## config.mk

```make
export PLATFORM = sky130hd
export DESIGN_NAME = demux_8x16_regwr
export DESIGN_NICKNAME = d
export VERILOG_FILES = /design/src/rtl/regwr_pkg.sv /design/src/rtl/dec3to8_en.sv /design/src/rtl/demux_8x16_regwr.sv
export SDC_FILE = /design/constraint.sdc
export NUM_CORES = 1
export LEC_CHECK = 0
export ABC_AREA = 1
export BUFFER_PORTS_ARGS = -buffer_cell sky130_fd_sc_hd__buf_2
export CAP_MARGIN = 20
export CELL_PAD_IN_SITES_DETAIL_PLACEMENT = 0
export CELL_PAD_IN_SITES_GLOBAL_PLACEMENT = 1
export CORE_ASPECT_RATIO = 2
export CORE_MARGIN = 3
export CORE_UTILIZATION = 33
export DETAILED_ROUTE_END_ITERATION = 6
export PLACE_DENSITY_LB_ADDON = 0.15
export SYNTH_ARGS = -nofsm -noshare
export SYNTH_HDL_FRONTEND = slang
export SYNTH_SLANG_ARGS = --single-unit
```

## constraint.sdc

```tcl
create_clock -name clk -period 1.3 [get_ports clk]
set_input_delay 0.065 -clock clk [delete_from_list [all_inputs] [get_ports clk]]
set_output_delay 0.065 -clock clk [all_outputs]
set_load 0.02 [all_outputs]
```

## src/rtl/regwr_pkg.sv

```systemverilog
`default_nettype none
// ============================================================================
//  Module      : regwr_pkg
//  Description : Shared constants and FSM state type for the 8x16 register
//                write demux and its companion result selector.
//  Revision    : 1.0 - initial release
// ============================================================================
package regwr_pkg;

    localparam int SEL_W     = 3;
    localparam int NUM_DEST  = 8;
    localparam int DEF_WIDTH = 16;

    typedef enum logic [0:0] {
        IDLE  = 1'b0,
        CLEAR = 1'b1
    } state_t;

endpackage
`default_nettype wire

```

## src/rtl/dec3to8_en.sv

```systemverilog
`default_nettype none
// ============================================================================
//  Module      : dec3to8_en
//  Description : Enabled 3-to-8 one-hot decoder; all outputs low when en=0.
//  Revision    : 1.0 - initial release
// ============================================================================
module dec3to8_en
    import regwr_pkg::*;
(
    input  logic                en,
    input  logic [SEL_W-1:0]    sel,
    output logic [NUM_DEST-1:0] onehot
);

    generate
        for (genvar k = 0; k < NUM_DEST; k++) begin : g_bit
            assign onehot[k] = en && (sel == SEL_W'(k));
        end
    endgenerate

endmodule
`default_nettype wire

```

## src/rtl/demux_8x16_regwr.sv

```systemverilog
`default_nettype none
// ============================================================================
//  Module      : demux_8x16_regwr
//  Description : Valid/ready write demux into eight holding registers with a
//                one-register-per-cycle bank clear sweep.
//                Optional macro DEMUX_R0_ZERO_EN: out0 hard-wired to zero.
//  Revision    : 1.0 - initial release
// ============================================================================
module demux_8x16_regwr
    import regwr_pkg::*;
#(
    parameter int               WIDTH   = DEF_WIDTH,
    parameter logic [WIDTH-1:0] CLR_VAL = '0
) (
    input  logic                clk,
    input  logic                rst_n,
    input  logic                wr_valid,
    output logic                wr_ready,
    input  logic [SEL_W-1:0]    wr_sel,
    input  logic [WIDTH-1:0]    wr_data,
    input  logic                clr_req,
    output logic                busy,
    output logic [NUM_DEST-1:0] upd,
    output logic [WIDTH-1:0]    out0,
    output logic [WIDTH-1:0]    out1,
    output logic [WIDTH-1:0]    out2,
    output logic [WIDTH-1:0]    out3,
    output logic [WIDTH-1:0]    out4,
    output logic [WIDTH-1:0]    out5,
    output logic [WIDTH-1:0]    out6,
    output logic [WIDTH-1:0]    out7
);

    state_t              r_state;
    state_t              w_state_nxt;
    logic [SEL_W-1:0]    r_clr_idx;
    logic [SEL_W-1:0]    w_clr_idx_nxt;
    logic                w_ready;
    logic                w_busy;
    logic                w_accept;

    logic                r_acc_vld;
    logic [SEL_W-1:0]    r_acc_sel;
    logic [WIDTH-1:0]    r_acc_data;

    logic [NUM_DEST-1:0] w_wen_raw;
    logic [NUM_DEST-1:0] w_wen;
    logic [NUM_DEST-1:0] w_clr_en;
    logic [NUM_DEST-1:0] r_upd;
    logic [WIDTH-1:0]    w_out [NUM_DEST];

    always_ff @(posedge clk) begin
        if (!rst_n) begin
            r_state   <= IDLE;
            r_clr_idx <= '0;
        end else begin
            r_state   <= w_state_nxt;
            r_clr_idx <= w_clr_idx_nxt;
        end
    end

    // A clear request in IDLE blocks a simultaneous write so the clear wins.
    always_comb begin
        w_state_nxt   = r_state;
        w_clr_idx_nxt = r_clr_idx;
        w_ready       = 1'b0;
        w_busy        = 1'b0;
        case (r_state)
            IDLE: begin
                w_ready = !clr_req;
                if (clr_req) begin
                    w_state_nxt   = CLEAR;
                    w_clr_idx_nxt = '0;
                end
            end
            CLEAR: begin
                w_busy        = 1'b1;
                w_clr_idx_nxt = r_clr_idx + 1'b1;
                if (r_clr_idx == SEL_W'(NUM_DEST - 1)) begin
                    w_state_nxt = IDLE;
                end
            end
            default: begin
                w_state_nxt = IDLE;
            end
        endcase
    end

    assign w_accept = wr_valid && w_ready;

    always_ff @(posedge clk) begin
        if (!rst_n) begin
            r_acc_vld  <= 1'b0;
            r_acc_sel  <= '0;
            r_acc_data <= '0;
        end else begin
            r_acc_vld <= w_accept;
            if (w_accept) begin
                r_acc_sel  <= wr_sel;
                r_acc_data <= wr_data;
            end
        end
    end

    dec3to8_en u_dec_wr (
        .en     (r_acc_vld),
        .sel    (r_acc_sel),
        .onehot (w_wen_raw)
    );

    dec3to8_en u_dec_clr (
        .en     (w_busy),
        .sel    (r_clr_idx),
        .onehot (w_clr_en)
    );

`ifdef DEMUX_R0_ZERO_EN
    assign w_wen = {w_wen_raw[NUM_DEST-1:1], 1'b0};
`else
    assign w_wen = w_wen_raw;
`endif

    always_ff @(posedge clk) begin
        if (!rst_n) begin
            r_upd <= '0;
        end else begin
            r_upd <= w_wen;
        end
    end

    generate
        for (genvar k = 0; k < NUM_DEST; k++) begin : g_reg
`ifdef DEMUX_R0_ZERO_EN
            if (k == 0) begin : g_zero
                assign w_out[k] = '0;
            end else begin : g_hold
`else
            begin : g_hold
`endif
                logic [WIDTH-1:0] r_hold;

                always_ff @(posedge clk) begin
                    if (!rst_n) begin
                        r_hold <= CLR_VAL;
                    end else if (w_clr_en[k]) begin
                        r_hold <= CLR_VAL;
                    end else if (w_wen[k]) begin
                        r_hold <= r_acc_data;
                    end
                end

                assign w_out[k] = r_hold;
            end
        end
    endgenerate

    assign wr_ready = w_ready;
    assign busy     = w_busy;
    assign upd      = r_upd;
    assign out0     = w_out[0];
    assign out1     = w_out[1];
    assign out2     = w_out[2];
    assign out3     = w_out[3];
    assign out4     = w_out[4];
    assign out5     = w_out[5];
    assign out6     = w_out[6];
    assign out7     = w_out[7];

endmodule
`default_nettype wire

```

==> results of run 1 <==
-- power by group through the flow --
stage | Sequential (µW) | Clock [µW] | Combinational (µW)
global placement | 5150 | 0 | 984
floorplan | 5180 | 0 | 473
CTS | 5040 | 5180 | 1050
detailed placement | 5150 | 0 | 986
global route | 5050 | 5380 | 1200
finish | 5040 | 5060 | 1090
-- worst paths after layout --
check / slack, ps / end / cells after the start / start
min reg2reg: 470 / out4[14] / 2 / out4[14]
min: 100 / r_acc_vld / 4 / wr_valid
max reg2reg: -10 / out3[10] / 6 / r_clr_idx[1]
max: -10 / out3[10] / 6 / r_clr_idx[1]
-- final cells by class --
type                       count  share of cell area (%)
clock buffer                  18                    5.02
clock inverter                14                    1.80
inverter                      35                    1.50
multi-input combinational    626                    30.8
sequential                   160                    36.8
tap                          216                    3.09
timing repair buffer         246                    21.0
-- cells by family after synthesis --
kind of cell / count (synthesis) / synth area share [%]
and+or+nand+nor: 595 / 38.8
DFF: 160 / 52.2
buffers and inverters: 78 / 5.57
AOI/OAI and AO/OA: 25 / 2.16
adders and majority gates: 6 / 1.22
-- flip-flops by register name, summed over array words and instances (netlist names) --
register and cells:
out2 16, r_acc_data 16, out3 16, r_clr_idx 3, r_acc_sel 3, out0 16
out6 16, out5 16, out1 16, out4 16, upd 8, r_state 1
r_acc_vld 1, out7 16
-- metrics by stage --
| step | setup slack (ps) | instance area, µm² | setup TNS [ps] | std cells |
|---|---|---|---|---|
| floorplan | 19.3 | 6170 | 0 | 864 |
| global placement | -44.9 | 7710 | -357 | 1255 |
| detailed placement | -41.9 | 7710 | -409 | 1255 |
| CTS | 10.5 | 8570 | 0 | 1310 |
| global route | -70.2 | 8750 | -3070 | 1315 |
| finish | -13.1 | 8750 | -13.1 | 1315 |
-- layout by cell type (no fill, tap or decap), types with 4 or more instances in the layout --
cell type / synthesis / layout
buf_2: 30 / 160
nand3_1: 70 / 69
buf_12: 0 / 20
o21ai_0: 20 / 20
nand2_2: 2 / 4
inv_1: 32 / 28
nor2_4: 4 / 8
nor3_1: 8 / 8
nand2_1: 206 / 201
dfxtp_2: 0 / 4
inv_6: 0 / 4
buf_4: 3 / 40
dfxtp_1: 160 / 153
nor2_2: 6 / 6
clkbuf_16: 0 / 22
dlygate4sd3_1: 0 / 21
nor2_1: 298 / 294
clkinv_4: 0 / 4
inv_2: 2 / 6
-- worst max-delay path: cells and delay by family, from the launching register on --
| kind | cells | cell delay [ps] |
|---|---|---|
| flip-flops | 1 | 360 |
| adder cells (fa/ha/maj) | 2 | 330 |
| AO/OA/AOI/OAI | 1 | 230 |
| buffers and inverters | 1 | 200 |
| AND/OR/NAND/NOR | 2 | 130 |
-- timing repair --
action | in CTS | in global routing
endpoints found under the setup margin | 32 | 134
pin swaps | 1 | 8
hold buffers | 21 | 0
setup buffers | 1 | 1
gates cloned | 1 | 4
hold endpoints to repair | 23 | 0
gates resized for setup | 8 | 27
-- layer usage --
| metal | up-vias | share of wire (%) |
|---|---|---|
| met2 | 137 | 54 |
| met5 | - | 0 |
| met4 | 0 | 2.2 |
| met3 | 26 | 3.9 |
| li1 | 3096 | - |
| met1 | 2688 | 40 |
==> run_results.csv, run 1 <==
group,metric,value,unit
run_status,outcome,"finished, violations left",
run_status,violations,"setup timing",
setup_path,cp-end-kind,"register",
clock_tree,cts_sinks,160,
power_and_ir_drop,clockPowerShare,45.2,%
yosys,synth_area_leaders,"dfxtp_1 (52%), nor2_1 (18%), nand2_1 (13%)",
timing,whs,96.5,ps
timing,slew_violations,0,
route,drc,0,
power_and_ir_drop,p_leak,0.00408,µW
final_layout,regArea,3220,µm²
setup_path,startpoint_type,"register",
yosys,netlist_instances,864,
floorplanning,die_w,102,µm
yosys,synthTopCellsByCount,"nor2_1 (298), nand2_1 (206), dfxtp_1 (160)",
clock_tree,htreeDepth,4,
placed_design,io_buffers,160,
final_layout,fill_cells,1922,
route,wire_per_inst,15.3,µm
final_layout,multi_input_area,2700,µm²
timing,period_needed,1310,ps
timing,max_freq,762,MHz
floorplanning,die_h,199,µm
timing,relSlewSlack,73.2,%
global_route,grt_use_met1,22.5,%
clock_tree,clkLatencyLatePin,430,ps
setup_path,crit_slowest_cell,"dfxtp_4",
clock_tree,root_buffer,"clkbuf_16",
yosys,synth.avg_cell_area,7.10,µm²
power_and_ir_drop,swShare,25.5,%
floorplanning,initial_core_util,33.5,%
timing,finalHoldViolCount,0,
setup_path,path_common_cell,"ha_4",
global_route,gr-total-overflow,0,
global_route,grt_max_degree,49,
floorplanning,rows,70,
placed_design,dp_hpwl,13900,µm
min_path,hold_class,"in -> reg",
timing,setup_viol,1,
global_route,track_usage,20.0,%
route,vias_per_cell,4.52,
yosys,synth_edf_count,0,
yosys,synth-main-ff-cell,"dfxtp_1",
power_and_ir_drop,irDropWorstVdd,818,µV
yosys,async_flop_share,0,%
power_and_ir_drop,internal-power,8340,µW
yosys,syn-cell-area,6140,µm²
setup_path,worstPathArrival,1680,ps
route,finalWirelength,20100,µm
yosys,netlist.area_leader.share,52.2,%
yosys,ys_types,20,
yosys,yosysTopAreaCell,"dfxtp_1",
final_layout,antenna_cells,0,
power_and_ir_drop,comb_power_share,9.7,%
final_layout,area_growth,42.6,%
power_and_ir_drop,seqPwrFrac,45.1,%
route,via_count,5947,
clock_tree,numCtsBuffers,17,
global_route,met3_usage,4.00,%
setup_path,cp.required,1670,ps
timing,worstMarginPinSlew,401,ps
flow_run,cap_violations,0,
final_layout,fin_util,47.8,%
yosys,yosysMostFrequentCell,"nor2_1",
yosys,ys_ff_latch,160,
final_layout,nets,1115,
yosys,ys_seq_area_share,52.2,%
power_and_ir_drop,power,11200,µW
clock_tree,clockBufferDepth,2,
timing,fin_crit_sh,101,%
global_route,grt_pass1_wl,30200,µm
global_route,antenna_found_initial,0,
setup_path,worstPathMaxFanout,8,
setup_path,worstSetupPathType,"reg -> reg",
timing,clock_skew,9.24,ps
placed_design,gp_congestion,0.738,
global_route,busiest_layer,"met2",
global_route,met2_usage,36.2,%
setup_path,path_cells,"ha_4 > ha_4 > a21oi_4 > clkbuf_16 > nand2_2 > nor2_2",
route,first_pass_iters,4,
timing,rsz0062_at_grt,"yes",
timing,post-route-worst-setup-slack,-13.1,ps
yosys,synth_warnings,0,
floorplanning,ios,161,
final_layout,layout-drive-gt1-share,27.0,%
clock_tree,path_clk_slew,70,ps
floorplanning,die_area,20400,µm²
route,drtIter0Drc,235,
floorplanning,coreArea,18300,µm²
route,ant_nets,0,
power_and_ir_drop,pwr_density_cell,1280,nW/µm²
global_route,grt_pass1_vias,5460,
yosys,synth_fp_nets,893,
power_and_ir_drop,p_sw,2850,µW
setup_path,slowest_delay,360,ps
clock_tree,cts_tree,"built",
Note: power is estimated with default switching activity, not from simulation.
==> run 2: changes to the inputs <==
Settings changed: SETUP_SLACK_MARGIN set to 0.05.
==> run_results.csv, run 2 (synthesized netlist as in run 1, its figures left out) <==
group,metric,value,unit
floorplanning,die_h,199,µm
final_layout,fin_area,8880,µm²
placed_design,place_inst,1254,
route,via_count,5970,
placed_design,io_buffers,160,
setup_path,worstPathArrival,1610,ps
route,drtIter0Drc,228,
floorplanning,initial_core_util,33.5,%
clock_tree,clkLatencyLatePin,420,ps
final_layout,final_common_cell,"nor2_1",
power_and_ir_drop,irDropWorstVdd,858,µV
setup_path,cp-end-kind,"register",
route,wire_per_inst,15.8,µm
placed_design,dp_hpwl,13600,µm
timing,clock_skew,11.2,ps
clock_tree,path_clk_slew,70,ps
power_and_ir_drop,p_leak,0.00410,µW
timing,setup_viol,0,
clock_tree,numCtsBuffers,17,
timing,slew_violations,0,
flow_run,cap_violations,0,
floorplanning,rows,70,
timing,finalHoldViolCount,0,
timing,fin_crit_sh,96.3,%
setup_path,cp.required,1650,ps
global_route,grt_pass1_wl,30700,µm
setup_path,worstSetupPathType,"reg -> reg",
floorplanning,coreArea,18300,µm²
final_layout,nets,1118,
floorplanning,die_area,20400,µm²
setup_path,startpoint_type,"register",
timing,relSlewSlack,74.1,%
final_layout,finalNonFillerCells,1316,
global_route,grt_pass1_vias,5500,
setup_path,crit_slowest_cell,"dfxtp_4",
global_route,track_usage,20.4,%
final_layout,layout-drive-gt1-share,29.0,%
clock_tree,root_buffer,"clkbuf_16",
global_route,grt_max_degree,49,
global_route,antenna_found_initial,0,
route,finalWirelength,20800,µm
clock_tree,cts_tree,"built",
clock_tree,htreeDepth,4,
global_route,gr-total-overflow,0,
clock_tree,clockBufferDepth,2,
global_route,grt_use_met1,23.9,%
power_and_ir_drop,pwr_density_cell,1260,nW/µm²
power_and_ir_drop,power,11100,µW
global_route,met2_usage,36.7,%
final_layout,antenna_cells,0,
placed_design,dpl_cell_area,7720,µm²
global_route,busiest_layer,"met2",
placed_design,gp_congestion,0.772,
setup_path,path_cells,"inv_1 > ha_4 > a21oi_4 > buf_12 > nand2_1 > nor2_1",
timing,period_needed,1250,ps
setup_path,slowest_delay,380,ps
timing,rsz0062_at_grt,"yes",
min_path,hold_class,"in -> reg",
clock_tree,cts_sinks,160,
floorplanning,ios,161,
route,drc,0,
final_layout,fin_util,48.5,%
setup_path,worstPathMaxFanout,16,
route,vias_per_cell,4.54,
run_status,outcome,"finished, final reports clean",
route,ant_nets,0,
route,first_pass_iters,4,
floorplanning,die_w,102,µm
global_route,met3_usage,2.91,%
timing,max_freq,799,MHz
timing,whs,24.5,ps
timing,worstMarginPinSlew,389,ps
final_layout,layout_common_cells,"nor2_1 (291), nand2_1 (195), buf_2 (159)",
final_layout,area_growth,44.7,%
run 2: through the flow:
| stage | worst slack (ps) | TNS, ps |
|---|---|---|
| finish | 47.7 | 0 |
| global route | -14.4 | -59.2 |
| CTS | 18.7 | 0 |
| detailed placement | -35.1 | -76.2 |
| global placement | -18.4 | -18.4 |
| floorplan | 37.7 | 0 |
run 2: worst paths after layout:
check / to / slack, ps / cells after the start / start
worst max-delay path: out3[9] / 50 / 6 / r_clr_idx[2]
worst min-delay path: r_acc_data[9] / 20 / 3 / rst_n
worst max register to register: out3[9] / 50 / 6 / r_clr_idx[2]
worst min register to register: out4[7] / 470 / 2 / out4[7]
run 2: final cells by class:
cell class              count  area (µm²)
inverters                  35         140
well taps                 216         270
repair buffers            249        1910
clock buffers              20         467
multi-input cells         626        2750
clock inverters            10         111
fillers                  1899        9430
flip-flops and latches    160        3230
run 2: per-layer routing:
metal	share of wire, %	up-vias
li1	-	3099
met1	40	2714
met2	54	135
met3	3.4	22
met4	2.1	0
met5	0	-
run 2: critical path, delay by kind of cell, from the launching register on:
kind                       cells  cell delay [ps]
AOI/OAI and AO/OA              1              160
adders and majority gates      1              200
buffers and inverters          2              290
DFF                            1              380
and+or+nand+nor                2              150
run 2: repair_timing:
item / CTS / global route
gates resized for setup: 15 / 48
hold buffers: 19 / 0
pin swaps: 1 / 16
setup buffers: 3 / 4
hold endpoints to repair: 19 / 0
gates cloned: 1 / 7
setup endpoints to repair: 114 / 147
run 2: report_power, final:
group	internal, µW	leakage [µW]	switching [µW]
sequential	4980	0.00130	59.0
clock	2950	0.000280	2020
combinational	466	0.00252	671
total	8400	0.00410	2750
